**src/rtl/if_stream_tagger.sv**
```systemverilog
// Tags a raw IFmap word stream with start-of-row / end-of-row bits and writes it
// into the IF buffer through a one-entry output register with backpressure.
module if_stream_tagger #(
  parameter int IF_SCRATCH_WIDTH = 16,
  parameter int LEN_W            = 8
) (
  input  logic                        clk,
  input  logic                        rst,
  input  logic                        start,
  input  logic [LEN_W-1:0]            row_len,
  input  logic [LEN_W-1:0]            num_rows,
  input  logic                        src_valid,
  input  logic [IF_SCRATCH_WIDTH-1:0] src_data,
  output logic                        src_ready,
  output logic                        IF_wen,
  output logic [IF_SCRATCH_WIDTH+1:0] IF_din,
  input  logic                        IF_full,
  output logic                        busy,
  output logic                        done
);

  typedef enum logic [1:0] {
    IDLE  = 2'd0,
    RUN   = 2'd1,
    FLUSH = 2'd2
  } state_t;

  localparam logic [LEN_W-1:0] LEN_ONE  = LEN_W'(1);
  localparam logic [LEN_W-1:0] LEN_ZERO = LEN_W'(0);

  state_t                        state_r;
  state_t                        state_nxt;
  logic [LEN_W-1:0]              len_r;
  logic [LEN_W-1:0]              rows_r;
  logic [LEN_W-1:0]              col_r;
  logic [LEN_W-1:0]              row_r;
  logic                          out_valid_r;
  logic [IF_SCRATCH_WIDTH+1:0]   din_r;
  logic                          empty_done_r;

  logic accept;
  logic retire;
  logic frame_ok;
  logic launch;
  logic first_col;
  logic last_col;
  logic last_word;

  assign frame_ok  = (row_len != LEN_ZERO) && (num_rows != LEN_ZERO);
  assign launch    = (state_r == IDLE) && start && frame_ok;
  assign src_ready = (state_r == RUN) && (!out_valid_r || !IF_full);
  assign accept    = src_valid && src_ready;
  assign retire    = out_valid_r && !IF_full;
  assign first_col = (col_r == LEN_ZERO);
  assign last_col  = (col_r == (len_r - LEN_ONE));
  assign last_word = last_col && (row_r == (rows_r - LEN_ONE));

  assign IF_wen = out_valid_r;
  assign IF_din = din_r;
  assign busy   = (state_r != IDLE);
  // Frame completion is signalled as the last word actually leaves, not when it is accepted.
  assign done   = empty_done_r || ((state_r == FLUSH) && retire);

  // State register.
  always_ff @(posedge clk or negedge rst) begin
    if (!rst) begin
      state_r <= IDLE;
    end else begin
      state_r <= state_nxt;
    end
  end

  // Next-state logic.
  always_comb begin
    state_nxt = state_r;
    case (state_r)
      IDLE: begin
        if (launch) begin
          state_nxt = RUN;
        end else begin
          state_nxt = IDLE;
        end
      end
      RUN: begin
        if (accept && last_word) begin
          state_nxt = FLUSH;
        end else begin
          state_nxt = RUN;
        end
      end
      FLUSH: begin
        if (retire) begin
          state_nxt = IDLE;
        end else begin
          state_nxt = FLUSH;
        end
      end
      default: begin
        state_nxt = IDLE;
      end
    endcase
  end

  // Frame geometry capture and column/row position counters.
  always_ff @(posedge clk or negedge rst) begin
    if (!rst) begin
      len_r  <= LEN_ZERO;
      rows_r <= LEN_ZERO;
      col_r  <= LEN_ZERO;
      row_r  <= LEN_ZERO;
    end else if (launch) begin
      len_r  <= row_len;
      rows_r <= num_rows;
      col_r  <= LEN_ZERO;
      row_r  <= LEN_ZERO;
    end else if (accept) begin
      if (last_col) begin
        col_r <= LEN_ZERO;
        row_r <= row_r + LEN_ONE;
      end else begin
        col_r <= col_r + LEN_ONE;
      end
    end
  end

  // One-entry output register; a new word may be loaded on the same cycle the old one retires.
  always_ff @(posedge clk or negedge rst) begin
    if (!rst) begin
      out_valid_r <= 1'b0;
      din_r       <= '0;
    end else if (accept) begin
      out_valid_r <= 1'b1;
      din_r       <= {first_col, last_col, src_data};
    end else if (retire) begin
      out_valid_r <= 1'b0;
    end
  end

  // Empty frame: no data moves, completion is reported on the following cycle.
  always_ff @(posedge clk or negedge rst) begin
    if (!rst) begin
      empty_done_r <= 1'b0;
    end else begin
      empty_done_r <= (state_r == IDLE) && start && !frame_ok;
    end
  end

endmodule

```
**config.mk**
```make
export PLATFORM = sky130hd
export DESIGN_NAME = if_stream_tagger
export DESIGN_NICKNAME = d
export VERILOG_FILES = /design/src/rtl/if_stream_tagger.sv
export SDC_FILE = /design/constraint.sdc
export NUM_CORES = 1
export LEC_CHECK = 0
export CAP_MARGIN = 20
export CORE_MARGIN = 5
export CORE_UTILIZATION = 51
export CTS_CLUSTER_DIAMETER = 60
export CTS_CLUSTER_SIZE = 16
export DETAILED_ROUTE_END_ITERATION = 8
export PLACE_DENSITY = 0.86
export SLEW_MARGIN = 20
export SYNTH_ARGS = -nofsm -noshare
export SYNTH_HDL_FRONTEND = slang
export SYNTH_SLANG_ARGS = --single-unit
```
**constraint.sdc**
```tcl
create_clock -name clk -period 3.3 [get_ports clk]
set_clock_uncertainty 0.15 [all_clocks]
set_input_delay 0.33 -clock clk [delete_from_list [all_inputs] [get_ports clk]]
set_output_delay 0.33 -clock clk [all_outputs]
set_load 0.05 [all_outputs]
```
=== After elaboration in Yosys (flattened, before gate mapping) ===
Cells that the tools add are included.

* Flip-flop bits (word level): 54
* Input bits: 37
* Output and inout port bits: 22
* Logic and storage cells: 52

* $add $sub $neg: 4
* Equal/unequal tests: 4
* Muxes and demuxes: 12
* Reduce and logical (&&, ||, !) cells: 24

{| class="wikitable"
|+ Operator list
! kind !! count
|-
| $mux 8 || 6
|-
| $add 8x1->8 const B || 2
|-
| $eq 8x8->1 || 2
|-
| $reduce_bool 8->1 || 2
|-
| $sub 8x1->8 const B || 2
|-
| $logic_and 1x1->1 || 10
|-
| $logic_not 8->1 || 1
|-
| $reduce_bool 2->1 || 4
|-
| $pmux 2 s3 || 1
|-
| $mux 2 || 2
|-
| $logic_not 1->1 || 3
|-
| $mux 1 || 3
|-
| $eq 2x1->1 const B || 1
|-
| $eq 2x2->1 const B || 1
|-
| $logic_not 2->1 || 1
|-
| $logic_or 1x1->1 || 2
|-
| $reduce_and 2->1 || 1
|}

=== Depth between registers and ports, before layout ===
Gate-level depths: netlist of the first run.

* Depth after elaboration: 7
* Gate-level depth with buffers: 9
* Mapped depth without buffers: 8

=== Least setup slack after synthesis of the first run ===
OpenSTA, ideal clock, no wires.

* Path kind: reg-to-reg
* Start point: register out_valid_r (netlist: IF_wen)
* End point: register row_r[2]
* Library setup time: 78 ps
* Data arrival time: 2721 ps
* Required time: 3072 ps
* Slack: 351 ps
* Stages on the path, launching flop included: 7
* Path buffers: 1
* Period minus slack after synthesis: 2949 ps
* Cell sequence: dfrtp_1 a21oi_1 nand2_2 a2111o_1 buf_6 or3_1 a21oi_1

* Longest elaborated chain between the ends: 6

{| class="wikitable"
|+ Ends and longest elaborated chain
! item !! line !! source
|-
| from (decl) || 37 || <nowiki>logic out_valid_r;</nowiki>
|-
| from (signal assigned) || 129 || <nowiki>out_valid_r <= 1'b0;</nowiki>
|-
| from (signal assigned) || 132 || <nowiki>out_valid_r <= 1'b1;</nowiki>
|-
| from (signal assigned) || 135 || <nowiki>out_valid_r <= 1'b0;</nowiki>
|-
| $logic_not 1->1 || 51 || <nowiki>assign src_ready = (state_r == RUN) && (!out_valid_r || !IF_full);</nowiki>
|-
| $logic_or 1x1->1 || 51 ||
|-
| $logic_and 1x1->1 || 51 ||
|-
| net src_ready || 14 || <nowiki>output logic src_ready,</nowiki>
|-
| $logic_and 1x1->1 || 52 || <nowiki>assign accept = src_valid && src_ready;</nowiki>
|-
| $reduce_bool 2->1 (no source line) || n/a ||
|-
| $reduce_and 2->1 (no source line) || n/a ||
|-
| to (signal assigned) || 119 || <nowiki>row_r <= row_r + LEN_ONE;</nowiki>
|-
| to (decl) || 36 || <nowiki>logic [LEN_W-1:0] row_r;</nowiki>
|}

The timed path passes the listed nets, and every way through them passes these cells.
A chain may end at the register's enable or synchronous reset.

=== Worst setup path in the final report of the first run ===
* Start point: register len_r[2]
* End point: register row_r[6]

* Longest elaborated chain between the ends: 4

{| class="wikitable"
|+ Ends and longest elaborated chain
! item !! line !! source
|-
| from (decl) || 33 || <nowiki>logic [LEN_W-1:0] len_r;</nowiki>
|-
| from (signal assigned) || 112 || <nowiki>len_r <= row_len;</nowiki>
|-
| $sub 8x1->8 || 55 || <nowiki>assign last_col = (col_r == (len_r - LEN_ONE));</nowiki>
|-
| $eq 8x8->1 || 55 ||
|-
| $reduce_bool 2->1 (no source line) || n/a ||
|-
| $reduce_and 2->1 (no source line) || n/a ||
|}

Every way passes these cells.

==> flow_summary.toml, run 1 <==
[timing]
setup_tns_ns = 0
layout_setup_ws_ns = 0.254
hold_viol_final = 0
max_slew_margin = 0.604
slew_violations = 0
fmax_mhz = 328
layout_min_cycle_time_ns = 3.05
worst_slew_pin_slew_ns = 0.591
setup_violations = 0
rsz0062_at_grt = "no"
period_share = 0.923

[worst_setup_path]
r2r_setup_slack_ns = 0.25
cp-start-kind = "flip-flop"
regToRegEndpoint = "row_r[6]$_DFFE_PN0P_"
critPathMaxFanout = 12
end_kind = "flip-flop"
rr_worst_depth = 6
worstSetupPathType = "flip-flop to flip-flop"
timing.rr.start = "len_r[2]$_DFFE_PN0P_"
crit_required_ns = 3.39
crit_arrival_ns = 3.14

[place]
port_buffers = 58
hpwl_um = 4840
place_congestion = 0.925
post-place-ws_ns = 0.292
placed_cells = 449

[logic_synthesis]
yosys.cell_types.count = 48
synthCells = 328
seq_area_frac_synth = 0.470
synth_warnings = 0
yosysTopAreaCellShare = 0.470
synth_area_leaders = "dfrtp_1 (47%), nand2_1 (14%), xnor2_1 (3.4%)"
syn_area_per_cell_um2 = 8.76
syn_area_um2 = 2870
yosysMostFrequentCell = "nand2_1"
ys.flop_type = "dfrtp_1"
ys_top_cells_by_count = "nand2_1 (106), dfrtp_1 (54), o21ai_0 (19), nor2_1 (12)"
yosysTopAreaCell = "dfrtp_1"
synth-edff-count = 0
synth_nets = 370
synthArstFlopShare = 1.00
synth-seq-cells = 54

[cts]
cts_tree = "done"
cts_max_level = 2
clock-sinks = 54
cts_buffer_depth = 2
cts.clk_slew.worst_paths_ns = 0.11
clk_latency_ns = 0.31
cts_buffers = 5
cts_resized = 0
cts_root_buffer = "clkbuf_8"

[grt]
track_usage = 0.190
gr-total-overflow = 0
grt_pass1_vias = 2485
grt_max_degree = 29
grt_pass1_wl_um = 11200
antenna_found_initial = 0

[cells_and_area]
fill_cells = 461
syn_to_final_growth_pct = 25.7
final_nets = 427
n_antenna_cell = 0
stdcell_count = 458
drive_above_1_share = 0.0674

[drt]
wl_met3_um = 268
dr_wl_met2_um = 3330
vias_per_cell = 5.43
ant_nets = 0
drtIter0Drc = 112
first_pass_iters = 4
wl_per_cell_um = 14.2
wl_met1_um = 2790
via_count = 2485
drc = 0
totalWireLength_um = 6510
top_layer = "met4"

[die]
die-area_um2 = 7240
start_util = 0.522
ios = 59
core_um2 = 5510
die_w_um = 85.1
die_h_um = 85.1
row_count = 27

[min_path]
hold_path.class = "flip-flop to flip-flop"
min_to = "IF_din[8]$_DFFE_PN0P_"
min_from = "IF_din[8]$_DFFE_PN0P_"
whs_path_depth = 2

[status]
status = "complete, no violations"

[power_and_ir_drop]
power_density_nw_per_um2 = 758
leakage_nw = 1.64
irDropWorstVdd_mv = 0.428

[flow_run]
drv_cap = 0
-- cell type report --
cell class	instances	area, um2	area share
sequential	54	1350	0.374
timing repair buffer	64	623	0.172
clock buffer	5	68.8	0.0191
clock inverter	3	28.8	0.00797
tap	72	90.1	0.0249
multi-input combinational	249	1410	0.390
inverter	11	41.3	0.0114
-- metrics by stage --
stage | utilization | power (mW) | area [um2] | hold slack (ns)
global placement | 0.636 | 2.31 | 3500 | 0.217
global route | 0.656 | 2.94 | 3610 | 0.357
finish | 0.656 | 2.74 | 3610 | 0.335
CTS | 0.656 | 2.75 | 3610 | 0.338
floorplan | - | 1.99 | 2870 | -0.116
detailed placement | 0.636 | 2.35 | 3500 | 0.208
-- worst max-delay path by stage --
stage	from	to	slack, ns
6_report	len_r[2]$_DFFE_PN0P_	row_r[6]$_DFFE_PN0P_	0.25
4_1_cts	len_r[2]$_DFFE_PN0P_	row_r[6]$_DFFE_PN0P_	0.28
2_1_floorplan	IF_wen$_DFFE_PN0P_	row_r[2]$_DFFE_PN0P_	0.35
5_1_grt	len_r[2]$_DFFE_PN0P_	row_r[6]$_DFFE_PN0P_	0.14
3_3_place_gp	len_r[2]$_DFFE_PN0P_	row_r[6]$_DFFE_PN0P_	0.35
3_5_place_dp	len_r[2]$_DFFE_PN0P_	row_r[6]$_DFFE_PN0P_	0.29
-- critical path, cell delays in order (launching register included) --
cell,delay (ns)
dfrtp_1,0.47
or4_4,0.52
or2_1,0.24
or4_4,0.52
a2111o_1,0.52
or3_1,0.39
a21oi_1,0.16
-- sequential cells by signal, indices dropped and copies added (netlist names) --
| register | cells |
|---|---|
| state_r | 2 |
| IF_wen | 1 |
| empty_done_r | 1 |
| IF_din | 18 |
| rows_r | 8 |
| row_r | 8 |
| len_r | 8 |
| col_r | 8 |
-- cell usage in the layout, fill, tap and decap left out, drive strengths merged, types with 4 or more instances in the layout --
master | synthesis | layout
nor4 | 8 | 8
and2 | 5 | 5
xor2 | 11 | 11
nand4 | 4 | 4
clkbuf | 10 | 5
xnor2 | 11 | 11
or3 | 5 | 5
buf | 4 | 6
ha | 5 | 5
nand3 | 7 | 7
nand2 | 107 | 107
clkdlybuf4s50 | 0 | 57
dfrtp | 54 | 54
inv | 11 | 13
o21ai | 19 | 19
nor2 | 12 | 12
a21oi | 10 | 10
-- where the power goes --
part / internal, mW / leakage [nW] / switching (mW)
Clock: 0.159 / 0.0506 / 0.232
Sequential: 0.857 / 0.686 / 0.225
Combinational: 0.529 / 0.906 / 0.735
-- logic make-up (layout without fill, tap and decap cells) --
logic type	Yosys count	count (layout)	synth area share
and+or+nand+nor	172	172	0.278
AOI/OAI and AO/OA	48	48	0.116
DFF	54	54	0.470
adders and majority gates	5	5	0.0218
muxes	2	2	0.00697
buffers and inverters	25	83	0.0396
xor gates and xnor gates	22	22	0.0670
-- what timing repair did --
action,CTS,global route
endpoints found under the hold margin,26,0
hold buffers,1,0
buffers inserted,0,0
-- per-layer routing --
layer,vias to the layer above,global-route usage
li1,1229,-
met1,1191,0.231
met2,53,0.335
met3,12,0.0456
met4,0,0.0504
met5,-,0
Power figures use the tool's default switching activity.
==> inputs of run 2 (changes only) <==
PLACE_DENSITY = 0.84   (was 0.86)
==> flow_summary.toml, run 2 (synthesis results as in run 1) <==
[cells_and_area]
drive_above_1_share = 0.0649
syn_to_final_growth_pct = 26.0
final_common_cell = "nand2_1"
fin_util = 0.658
fill_cells = 445
n_antenna_cell = 0
final_nets = 427
most-common-layout-cells = "nand2_1 (106), clkdlybuf4s50_1 (57), dfrtp_1 (54), o21ai_0 (19), nor2_1 (12)"
largest_register_ffs = 18

[grt]
antenna_found_initial = 0
grt_max_degree = 29
grt_pass1_wl_um = 11300
grt_pass1_vias = 2468
track_usage = 0.192
gr-total-overflow = 0

[timing]
setup_violations = 0
worst_slew_pin_slew_ns = 0.630
rsz0062_at_grt = "no"
period_share = 0.925
fin_hold_ws_ns = 0.328
max_slew_margin = 0.580
slew_violations = 0
layout_min_cycle_time_ns = 3.05
setup_tns_ns = 0
hold_viol_final = 0
fmax_mhz = 328

[drt]
vias_per_cell = 5.39
drtIter0Drc = 103
via_count = 2463
ant_nets = 0
drc = 0
wl_per_cell_um = 14.5
totalWireLength_um = 6630
first_pass_iters = 4

[worst_setup_path]
rr_worst_depth = 8
r2r_setup_slack_ns = 0.25
crit_family = "compound AO/OA/AOI/OAI gates"
crit_required_ns = 3.39
timing.rr.start = "len_r[0]$_DFFE_PN0P_"
crit_chain = "inv_1 -> ha_1 -> or3b_2 -> a211oi_1 -> o211ai_1 -> a2111o_1 -> or3_1 -> a21oi_1"
crit_arrival_ns = 3.14
regToRegEndpoint = "row_r[6]$_DFFE_PN0P_"
crit_buf_inv = 1
critPathMaxFanout = 12
end_kind = "flip-flop"
crit_slowest_cell = "a2111o_1"
cp-start-kind = "flip-flop"
worstSetupPathType = "flip-flop to flip-flop"
max_stage_delay_ns = 0.57

[power_and_ir_drop]
leakage_nw = 1.65
irDropWorstVdd_mv = 0.381
p_total_mw = 2.80
power_density_nw_per_um2 = 772

[die]
die-area_um2 = 7240
die_h_um = 85.1
ios = 59
row_count = 27
die_w_um = 85.1
core_um2 = 5510
start_util = 0.522

[min_path]
min_to = "IF_din[17]$_DFFE_PN0P_"
whs_path_depth = 2
min_from = "IF_din[17]$_DFFE_PN0P_"
hold_path.class = "flip-flop to flip-flop"

[place]
hpwl_um = 5020
place_congestion = 0.876
port_buffers = 58

[cts]
cts_tree = "done"
cts_buffers = 5
cts.clk_slew.worst_paths_ns = 0.10
clock-sinks = 54
cts_hold_buf = 1
clk_latency_ns = 0.31
post_cts_buffers = 0
cts_resized = 0
cts_root_buffer = "clkbuf_8"
cts_max_level = 2
cts_buffer_depth = 2

[flow_run]
drv_cap = 0

[status]
status = "complete, no violations"
run 2: layer usage:
| layer | up-vias | share of wire | global-route usage |
|---|---|---|---|
| met2 | 56 | 0.52 | 0.343 |
| met5 | - | 0 | 0 |
| met1 | 1171 | 0.42 | 0.235 |
| met3 | 12 | 0.046 | 0.0320 |
| li1 | 1224 | - | - |
| met4 | 0 | 0.018 | 0.0619 |
run 2: how the worst max path moves through the flow:
stage,to,startpoint,slack (ns),cells after the start
finish,row_r[6]$_DFFE_PN0P_,len_r[0]$_DFFE_PN0P_,0.25,8
global placement,row_r[6]$_DFFE_PN0P_,len_r[2]$_DFFE_PN0P_,0.36,6
CTS,row_r[6]$_DFFE_PN0P_,len_r[2]$_DFFE_PN0P_,0.27,6
global route,row_r[3]$_DFFE_PN0P_,len_r[0]$_DFFE_PN0P_,0.08,8
detailed placement,row_r[6]$_DFFE_PN0P_,len_r[0]$_DFFE_PN0P_,0.29,8
floorplan,row_r[2]$_DFFE_PN0P_,IF_wen$_DFFE_PN0P_,0.35,6
run 2: layout make-up:
type	count	area (um2)	share of cell area
multi-input cells	249	1410	0.389
inverters	11	41.3	0.0114
flip-flops and latches	54	1350	0.373
repair buffers	64	623	0.172
clock inverters	2	38.8	0.0107
clock buffers	5	68.8	0.0190
well taps	72	90.1	0.0249
run 2: where the power goes:
part           internal, mW  switching [mW]
registers             0.857           0.228
logic                 0.530           0.743
clock network         0.223           0.216
total                  1.61            1.19
run 2: worst reg2reg max path, delay by kind of cell (launching register included):
family,cells,cell delay [ns]
flip-flops,1,0.43
adder cells (fa/ha/maj),1,0.25
AO/OA/AOI/OAI,4,1.19
AND/OR/NAND/NOR,2,0.88
buffers and inverters,1,0.09
run 2: through the flow:
stage	setup slack (ns)	std cells	cell area, um2
6_report	0.248	457	3620
5_1_grt	0.0847	457	3620
4_1_cts	0.275	457	3620
3_5_place_dp	0.292	449	3500
3_3_place_gp	0.358	449	3500
2_1_floorplan	0.351	328	2870
